<file path="config.mk">
export PLATFORM = sky130hd
export DESIGN_NAME = result_lcd_display
export DESIGN_NICKNAME = d
export VERILOG_FILES = /design/src/rtl/lcd_pkg.sv /design/src/rtl/bin2bcd.sv /design/src/rtl/result_lcd_display.sv
export SDC_FILE = /design/constraint.sdc
export NUM_CORES = 1
export LEC_CHECK = 0
export BUFFER_PORTS_ARGS = -buffer_cell sky130_fd_sc_hd__buf_4
export CORE_MARGIN = 3
export CORE_UTILIZATION = 40
export CTS_BUF_LIST = sky130_fd_sc_hd__clkbuf_16
export CTS_CLUSTER_SIZE = 30
export DETAILED_ROUTE_END_ITERATION = 8
export MAX_ROUTING_LAYER = met4
export PLACE_DENSITY_LB_ADDON = 0.1
export SKIP_LAST_GASP = 1
export SLEW_MARGIN = 20
export SYNTH_ARGS = -nofsm -noshare
export SYNTH_HDL_FRONTEND = slang
export SYNTH_SLANG_ARGS = --single-unit
</file>
<file path="constraint.sdc">
create_clock -name clk -period 3.1 [get_ports clk]
set_input_delay 0.93 -clock clk [delete_from_list [all_inputs] [get_ports clk]]
set_output_delay 0.93 -clock clk [all_outputs]
set_load 0.01 [all_outputs]
</file>
<file path="src/rtl/lcd_pkg.sv">
// -----------------------------------------------------------------------------
// lcd_pkg
// Shared types and constants for the result LCD display block:
//   - FSM state and transfer phase enums
//   - HD44780 command bytes and the ASCII characters used when rendering
//   - number of result slots and BCD output width
// -----------------------------------------------------------------------------
package lcd_pkg;

    typedef enum logic [2:0] {
        PWR_WAIT,
        INIT,
        IDLE,
        CONVERT,
        WRITE
    } state_e;

    // Sub-phases of a single bus transfer
    typedef enum logic [1:0] {
        PH_SETUP,
        PH_EN,
        PH_WAIT
    } phase_e;

    localparam logic [7:0] FUNC_SET   = 8'h38;
    localparam logic [7:0] DISP_ON    = 8'h0C;
    localparam logic [7:0] ENTRY      = 8'h06;
    localparam logic [7:0] CLEAR      = 8'h01;
    localparam logic [7:0] LINE1      = 8'h80;
    localparam logic [7:0] LINE2      = 8'hC0;

    localparam logic [7:0] CHAR_0     = 8'h30;
    localparam logic [7:0] CHAR_1     = 8'h31;
    localparam logic [7:0] CHAR_PLUS  = 8'h2B;
    localparam logic [7:0] CHAR_MINUS = 8'h2D;
    localparam logic [7:0] CHAR_S     = 8'h53;
    localparam logic [7:0] CHAR_C     = 8'h43;

    localparam int NUM_RESULTS = 12;
    localparam int INIT_LEN    = 4;
    localparam int WRITE_LEN   = 12;
    localparam int BCD_W       = 20;   // 5 decimal digits

endpackage

</file>
<file path="src/rtl/bin2bcd.sv">
// -----------------------------------------------------------------------------
// bin2bcd
// Sequential double-dabble converter: DATA_W-bit unsigned binary in, five
// packed BCD digits out. One shift per cycle, DATA_W shift cycles per run.
// Ports:
//   clk     - clock
//   reset   - synchronous active-low reset
//   start_i - load bin_i and begin a conversion (one-cycle pulse)
//   bin_i   - unsigned value to convert
//   done_o  - high once conversion is complete, until the next start_i
//   bcd_o   - result digits, most significant digit in bcd_o[19:16]
// -----------------------------------------------------------------------------
module bin2bcd
    import lcd_pkg::*;
#(
    parameter int DATA_W = 16
) (
    input  logic              clk,
    input  logic              reset,
    input  logic              start_i,
    input  logic [DATA_W-1:0] bin_i,
    output logic              done_o,
    output logic [BCD_W-1:0]  bcd_o
);

    localparam int CW = $clog2(DATA_W + 1);

    logic [DATA_W-1:0] sh_q;
    logic [BCD_W-1:0]  bcd_q;
    logic [CW-1:0]     cnt_q;
    logic              run_q;
    logic              done_q;
    logic [BCD_W-1:0]  adj;

    // Add 3 to every digit that is 5 or more, so the following shift carries
    // it correctly into the next decimal digit.
    function automatic logic [BCD_W-1:0] dabble(input logic [BCD_W-1:0] b);
        logic [BCD_W-1:0] r;
        r = b;
        for (int i = 0; i < BCD_W / 4; i++) begin
            if (r[4*i +: 4] >= 4'd5) begin
                r[4*i +: 4] = r[4*i +: 4] + 4'd3;
            end
        end
        return r;
    endfunction

    assign adj = dabble(bcd_q);

    always_ff @(posedge clk) begin
        if (!reset) begin
            run_q  <= 1'b0;
            done_q <= 1'b0;
            cnt_q  <= '0;
        end else if (start_i) begin
            sh_q   <= bin_i;
            bcd_q  <= '0;
            cnt_q  <= CW'(DATA_W);
            run_q  <= 1'b1;
            done_q <= 1'b0;
        end else if (run_q) begin
            {bcd_q, sh_q} <= {adj[BCD_W-2:0], sh_q, 1'b0};
            cnt_q         <= cnt_q - CW'(1);
            if (cnt_q == CW'(1)) begin
                run_q  <= 1'b0;
                done_q <= 1'b1;
            end
        end
    end

    assign done_o = done_q;
    assign bcd_o  = bcd_q;

endmodule

</file>
<file path="src/rtl/result_lcd_display.sv">
// -----------------------------------------------------------------------------
// result_lcd_display
// Captures the 12 convolution results written by the controller and renders a
// requested one on a 16x2 HD44780 LCD (8-bit, write-only bus).
// Ports:
//   clk      - clock, rising edge
//   reset    - synchronous active-low reset
//   crw      - 10 = write result, 11 = display request, else idle
//   cond     - result index 0..11 (larger values ignored)
//   c_data   - signed result word, captured when crw = 10
//   lcd_rs   - 0 command, 1 character
//   lcd_rw   - always 0
//   lcd_e    - enable strobe
//   lcd_data - LCD data bus
//   busy     - high in every state except IDLE
// -----------------------------------------------------------------------------
module result_lcd_display
    import lcd_pkg::*;
#(
    parameter int DATA_W  = 16,
    parameter int T_PWRUP = 1500000,
    parameter int T_EN    = 25,
    parameter int T_CMD   = 4000,
    parameter int T_CLR   = 160000
) (
    input  logic                     clk,
    input  logic                     reset,
    input  logic [1:0]               crw,
    input  logic [4:0]               cond,
    input  logic signed [DATA_W-1:0] c_data,
    output logic                     lcd_rs,
    output logic                     lcd_rw,
    output logic                     lcd_e,
    output logic [7:0]               lcd_data,
    output logic                     busy
);

    logic signed [DATA_W-1:0] store_q [NUM_RESULTS];

    state_e      state_q;
    phase_e      phase_q;
    logic [31:0] tmr_q;
    logic [3:0]  xfer_q;
    logic        lcd_e_q, lcd_rs_q;
    logic [7:0]  lcd_data_q;
    logic        pending_q, disp_valid_q, snap_neg_q;
    logic [3:0]  req_idx_q, last_idx_q, cur_idx_q;

    logic                     cond_ok, accept, new_req, eff_valid, bcd_done;
    logic [3:0]               cond_idx, eff_last, xfer_last;
    logic signed [DATA_W-1:0] sel;
    logic [DATA_W-1:0]        mag;
    logic [BCD_W-1:0]         bcd;
    logic [31:0]              wait_lim;
    logic [8:0]               next_byte;

    function automatic logic [8:0] init_byte(input logic [3:0] pos);
        case (pos)
            4'd0:    return {1'b0, FUNC_SET};
            4'd1:    return {1'b0, DISP_ON};
            4'd2:    return {1'b0, ENTRY};
            default: return {1'b0, CLEAR};
        endcase
    endfunction

    // {rs, byte} for position pos of the 12-transfer result frame
    function automatic logic [8:0] write_byte(input logic [3:0]       pos,
                                              input logic [3:0]       idx,
                                              input logic             neg,
                                              input logic [BCD_W-1:0] d);
        logic       rs;
        logic [7:0] ch;
        rs = 1'b1;
        ch = CHAR_0;
        case (pos)
            4'd0: begin rs = 1'b0; ch = LINE1; end
            4'd1: begin
                case (idx[3:2])
                    2'd0:    ch = CHAR_S;
                    2'd1:    ch = CHAR_0 + 8'd3;
                    default: ch = CHAR_0 + 8'd2;
                endcase
            end
            4'd2:  ch = CHAR_C;
            4'd3:  ch = CHAR_1 + {7'd0, idx[1]};
            4'd4:  ch = CHAR_1 + {7'd0, idx[0]};
            4'd5:  begin rs = 1'b0; ch = LINE2; end
            4'd6:  ch = neg ? CHAR_MINUS : CHAR_PLUS;
            4'd7:  ch = CHAR_0 + {4'd0, d[19:16]};
            4'd8:  ch = CHAR_0 + {4'd0, d[15:12]};
            4'd9:  ch = CHAR_0 + {4'd0, d[11:8]};
            4'd10: ch = CHAR_0 + {4'd0, d[7:4]};
            default: ch = CHAR_0 + {4'd0, d[3:0]};
        endcase
        return {rs, ch};
    endfunction

    assign cond_ok  = (cond < 5'(NUM_RESULTS));
    assign cond_idx = cond[3:0];

    always_ff @(posedge clk) begin
        if (!reset) begin
            for (int i = 0; i < NUM_RESULTS; i++) store_q[i] <= '0;
        end else if (crw == 2'b10 && cond_ok) begin
            store_q[cond_idx] <= c_data;
        end
    end

    // In the accepting cycle the index being accepted already counts as the
    // last displayed one, so a request held steady does not re-queue itself.
    assign accept    = (state_q == IDLE) && pending_q;
    assign eff_valid = accept || disp_valid_q;
    assign eff_last  = accept ? req_idx_q : last_idx_q;
    assign new_req   = (crw == 2'b11) && cond_ok && (!eff_valid || cond_idx != eff_last);

    // Magnitude as unsigned: the most-negative value maps to 2^(DATA_W-1)
    assign sel = store_q[req_idx_q];
    assign mag = sel[DATA_W-1] ? $unsigned(-sel) : $unsigned(sel);

    bin2bcd #(.DATA_W(DATA_W)) u_b2b (
        .clk    (clk),
        .reset  (reset),
        .start_i(accept),
        .bin_i  (mag),
        .done_o (bcd_done),
        .bcd_o  (bcd)
    );

    assign wait_lim  = (!lcd_rs_q && lcd_data_q == CLEAR) ? 32'(T_CLR) : 32'(T_CMD);
    assign xfer_last = (state_q == INIT) ? 4'(INIT_LEN - 1) : 4'(WRITE_LEN - 1);
    assign next_byte = (state_q == INIT) ? init_byte(xfer_q + 4'd1)
                     : write_byte(xfer_q + 4'd1, cur_idx_q, snap_neg_q, bcd);

    always_ff @(posedge clk) begin
        if (!reset) begin
            state_q      <= PWR_WAIT;
            phase_q      <= PH_SETUP;
            tmr_q        <= '0;
            xfer_q       <= '0;
            lcd_e_q      <= 1'b0;
            lcd_rs_q     <= 1'b0;
            lcd_data_q   <= 8'h00;
            pending_q    <= 1'b0;
            disp_valid_q <= 1'b0;
            req_idx_q    <= '0;
            last_idx_q   <= '0;
            cur_idx_q    <= '0;
            snap_neg_q   <= 1'b0;
        end else begin
            if (accept) begin
                pending_q    <= 1'b0;
                last_idx_q   <= req_idx_q;
                disp_valid_q <= 1'b1;
                cur_idx_q    <= req_idx_q;
                snap_neg_q   <= sel[DATA_W-1];
            end
            if (new_req) begin
                req_idx_q <= cond_idx;
                pending_q <= 1'b1;
            end

            case (state_q)
                PWR_WAIT: begin
                    if (tmr_q == 32'(T_PWRUP - 1)) begin
                        state_q                <= INIT;
                        phase_q                <= PH_SETUP;
                        tmr_q                  <= '0;
                        xfer_q                 <= '0;
                        {lcd_rs_q, lcd_data_q} <= init_byte(4'd0);
                    end else begin
                        tmr_q <= tmr_q + 32'd1;
                    end
                end
                INIT, WRITE: begin
                    case (phase_q)
                        PH_SETUP: begin
                            if (tmr_q == 32'd1) begin
                                phase_q <= PH_EN;
                                lcd_e_q <= 1'b1;
                                tmr_q   <= '0;
                            end else begin
                                tmr_q <= tmr_q + 32'd1;
                            end
                        end
                        PH_EN: begin
                            if (tmr_q == 32'(T_EN - 1)) begin
                                phase_q <= PH_WAIT;
                                lcd_e_q <= 1'b0;
                                tmr_q   <= '0;
                            end else begin
                                tmr_q <= tmr_q + 32'd1;
                            end
                        end
                        default: begin
                            if (tmr_q == wait_lim - 32'd1) begin
                                tmr_q <= '0;
                                if (xfer_q == xfer_last) begin
                                    state_q <= IDLE;
                                end else begin
                                    xfer_q                 <= xfer_q + 4'd1;
                                    phase_q                <= PH_SETUP;
                                    {lcd_rs_q, lcd_data_q} <= next_byte;
                                end
                            end else begin
                                tmr_q <= tmr_q + 32'd1;
                            end
                        end
                    endcase
                end
                IDLE: begin
                    if (pending_q) state_q <= CONVERT;
                end
                CONVERT: begin
                    if (bcd_done) begin
                        state_q                <= WRITE;
                        phase_q                <= PH_SETUP;
                        tmr_q                  <= '0;
                        xfer_q                 <= '0;
                        {lcd_rs_q, lcd_data_q} <= write_byte(4'd0, cur_idx_q, snap_neg_q, bcd);
                    end
                end
                default: state_q <= PWR_WAIT;
            endcase
        end
    end

    assign lcd_e    = lcd_e_q;
    assign lcd_rs   = lcd_rs_q;
    assign lcd_rw   = 1'b0;
    assign lcd_data = lcd_data_q;
    assign busy     = (state_q != IDLE);

endmodule

</file>
==> impl_metrics.toml <==
[run_status]
run_status = "finished clean"

[setup_path]
crit_path_end_kind = "register"
timing.critical_path.slowest_cell_delay_ps = 510
cp_max_fanout = 14
slowest_stage = "sky130_fd_sc_hd__mux4_2"
timing.critical_path.required_ps = 3420
critical_path_class = "reg2reg"
timing.critical_path.max_delay_family = "simple AND/OR/NAND/NOR gates"
crit_path_start_kind = "register"
timing.critical_path.buf_inv = 1
crit_chain = "buf_12, mux4_2, a22oi_1, nand2_1, nor3_4, nand4_1, o21a_1, a221o_1"
critPathArrivalTime_ps = 3290

[clock_network]
path_clk_slew_ps = 60
insertion_delay_ps = 570
ctsHtreeMaxLevel = 2
cts_inserted_buffers = 42
post_cts_hold_buffer_count = 0
cts_root_buf = "sky130_fd_sc_hd__clkbuf_16"
clk_path_buf_depth = 3
post-cts-setup-buffer-count = 0
cts-resized-gates = 0
cts_tree = "built"
clock_sinks = 369

[floorplan]
pin_count = 37
dieWidth_um = 215
die_height_um = 215
dieArea_mm2 = 0.0461
initial_utilization_pct = 41.0
placementRows = 75
core-area_mm2 = 0.0425

[power]
irDropWorstVdd_mv = 0.376
p_switching_mw = 2.43
p_sw_share_pct = 22.1
pwr-share-clk_pct = 43.6
report.power.total_mw = 11.0
p_seq_share_pct = 51.0
power.density_cell_area_mw_per_mm2 = 540
leakage_nw = 7.24
power.share.combinational_pct = 5.4
cell_internal_pwr_mw = 8.55

[synthesis]
asyncSetResetFlopFracSynth_pct = 0
synth_adder_area_share_pct = 1.44
synthDominantAreaCellType = "sky130_fd_sc_hd__edfxtp_1"
largest_family_of_logic_cells_by_synthesized_area = "simple AND/OR/NAND/NOR gates"
synthFlopType = "sky130_fd_sc_hd__edfxtp_1"
register_area_share_after_synthesis_pct = 59.2
synth.area.mux_share_pct = 9.54
synth_enable_flop_cells = 292
synth.cell_area_mm2 = 0.0174
synth_top_cells_by_area = "sky130_fd_sc_hd__edfxtp_1 (50%), sky130_fd_sc_hd__dfxtp_1 (8.9%), sky130_fd_sc_hd__mux4_2 (8.7%)"
total_number_of_yosys_warnings = 0
synth_xor_xnor_area_share_pct = 3.12
yosysTopAreaCellShare_pct = 50.4
synth_simple_gate_area_share_pct = 17.3
synthesized_flop_and_latch_total = 369
avgSynthCellArea_um2 = 12.6
postSynthCellCount = 1387
synth_compound_area_share_pct = 6.52
post_synth_num_cell_types = 82

[global_routing]
gr-total-overflow = 0
number_of_global_route_vias_before_repair = 11051
grt.total_usage_pct = 19.0
grt_pass1_wl_um = 65700
pin_count_of_the_biggest_net_entering_global_routing = 37
number_of_antenna_violations_at_the_first_check_in_global_routing = 0

[timing]
fin_hold_ws_ps = 471
timing.final.max_slew_violations = 0
finalCritPeriodShare_pct = 95.9
max_clock_freq_mhz = 336
final_hold_viol_count = 0
maxSlewHeadroom_pct = 54.7
finalClockSkew_ps = 26.1
worst_slack_ps = 127
setup-violations-final = 0
max_slew.worst_pin.slew_ps = 678
layout_min_cycle_time_ps = 2970

[routing]
detailedRoute.firstIterationViolations = 830
dr.pass1.iters = 5
totalWireLength_um = 42000
post_drt_wl_per_cell_um = 19.9
antenna_left = 0
route.detailed.vias_per_inst = 5.21
routed-via-count = 11023
remaining_routing_drc_violations = 0

[place]
place_hpwl_um = 26900
placement.io_buffers = 35
place_congestion = 0.829
dpl_worst_slack_ps = 109

[finish]
syn2layout_area_growth_pct = 16.8
nets_finish = 1552
total_area_of_multi_input_combinational_cells_mm2 = 0.00692
mostFrequentLayoutCells = "sky130_fd_sc_hd__edfxtp_1 (292), sky130_fd_sc_hd__and2_1 (201), sky130_fd_sc_hd__nor2_1 (123), sky130_fd_sc_hd__nand2_1 (100), sky130_fd_sc_hd__buf_4 (89)"
diodes = 0
mostFrequentLayoutCell = "sky130_fd_sc_hd__edfxtp_1"
post_route_cells_drive_above_1_share_pct = 17.1
filler_cell_count = 3849
post-route-util_pct = 47.8
layout.area.seq_mm2 = 0.0103

[hold_path]
worstHoldPathType = "reg2reg"

[job]
max_cap_viol_count = 0
[cell usage after synthesis (3+ instances only)]
| master | count |
|---|---|
| sky130_fd_sc_hd__edfxtp_1 | 292 |
| sky130_fd_sc_hd__and2_1 | 201 |
| sky130_fd_sc_hd__nor2_1 | 124 |
| sky130_fd_sc_hd__nand2_1 | 100 |
| sky130_fd_sc_hd__dfxtp_1 | 77 |
| sky130_fd_sc_hd__clkbuf_1 | 73 |
| sky130_fd_sc_hd__mux4_2 | 67 |
| sky130_fd_sc_hd__a21oi_1 | 43 |
| sky130_fd_sc_hd__o21ai_0 | 39 |
| sky130_fd_sc_hd__xor2_1 | 32 |
| sky130_fd_sc_hd__xnor2_1 | 30 |
| sky130_fd_sc_hd__inv_1 | 25 |
| sky130_fd_sc_hd__nand3_1 | 24 |
| sky130_fd_sc_hd__a22oi_1 | 22 |
| sky130_fd_sc_hd__ha_1 | 20 |
| sky130_fd_sc_hd__nor3_1 | 19 |
| sky130_fd_sc_hd__nand4_1 | 17 |
| sky130_fd_sc_hd__nand2b_1 | 15 |
| sky130_fd_sc_hd__and3_1 | 13 |
| sky130_fd_sc_hd__mux2i_1 | 13 |
| sky130_fd_sc_hd__buf_2 | 8 |
| sky130_fd_sc_hd__nor4_1 | 8 |
| sky130_fd_sc_hd__a31oi_1 | 7 |
| sky130_fd_sc_hd__nor2b_1 | 7 |
| sky130_fd_sc_hd__a211oi_1 | 5 |
| sky130_fd_sc_hd__a21boi_0 | 5 |
| sky130_fd_sc_hd__buf_6 | 5 |
| sky130_fd_sc_hd__or2_2 | 5 |
| sky130_fd_sc_hd__or3_1 | 5 |
| sky130_fd_sc_hd__o211ai_1 | 4 |
| sky130_fd_sc_hd__o22ai_1 | 4 |
| sky130_fd_sc_hd__o31ai_1 | 4 |
| sky130_fd_sc_hd__or4_1 | 4 |
| sky130_fd_sc_hd__a22o_1 | 3 |
| sky130_fd_sc_hd__a32o_1 | 3 |
| sky130_fd_sc_hd__and4_1 | 3 |
| sky130_fd_sc_hd__buf_1 | 3 |
| sky130_fd_sc_hd__nor3b_1 | 3 |
[registers in the layout, summed over array words and instances (netlist names), 2 cells and up, named ones only]
register	count
cur_idx_q	4
last_idx_q	4
lcd_data	8
phase_q	2
req_idx_q	4
state_q	3
store_q	256
tmr_q	32
u_b2b.bcd_o	20
u_b2b.cnt_q	5
u_b2b.sh_q	16
xfer_q	4
[per-layer routing]
layer / GRT usage [%] / wire length, µm / up-vias
li1: - / - / 5240
met1: 25.4 / 18900 / 5469
met2: 30.2 / 20100 / 231
met3: 2.76 / 1760 / 83
met4: 5.83 / 1150 / 0
met5: - / 0 / -
[worst min-delay path, cell delays in order, from the launching register on]
cell	delay, ps
sky130_fd_sc_hd__dfxtp_1	320
sky130_fd_sc_hd__nand2_1	60
sky130_fd_sc_hd__a21oi_1	50
[final cells by class]
class | count | area share (%)
Sequential cell | 369 | 50.7
Multi-Input combinational cell | 965 | 34.0
Clock buffer | 43 | 5.29
Timing Repair Buffer | 103 | 4.66
Tap cell | 577 | 3.55
Clock inverter | 31 | 1.24
Inverter | 26 | 0.480
[power by group through the flow]
stage	combinational (mW)	sequential, mW	clock [mW]
6_report	0.595	5.60	4.78
5_1_grt	0.648	5.62	5.14
4_1_cts	0.597	5.60	4.93
3_5_place_dp	0.596	5.71	0
3_3_place_gp	0.590	5.70	0
2_1_floorplan	0.369	5.68	0
[kinds of logic after synthesis]
kind of cell	count (synthesis)
muxes	82
xor gates and xnor gates	62
other	1
AOI/OAI and AO/OA	171
and+or+nand+nor	565
adders and majority gates	20
buffers and inverters	117
DFF	369
[through the flow]
step	cells	instance area [µm²]	TNS, ps
2_1_floorplan	1451	17700	-7380
3_3_place_gp	2040	19000	0
3_5_place_dp	2040	19000	0
4_1_cts	2114	20300	0
5_1_grt	2114	20300	-5.82
6_report	2114	20300	0
[worst paths after layout]
kind / start / end / slack (ps) / cells after the start
max: register / u_b2b.sh_q[12]$_DFFE_PP_ / 130 / 8
min: lcd_data[5]$_SDFFE_PN0P_ / lcd_data[5]$_SDFFE_PN0P_ / 470 / 2
max reg2reg: register / u_b2b.sh_q[12]$_DFFE_PP_ / 130 / 8
min reg2reg: lcd_data[5]$_SDFFE_PN0P_ / lcd_data[5]$_SDFFE_PN0P_ / 470 / 2
Power figures use the tool's default switching activity.
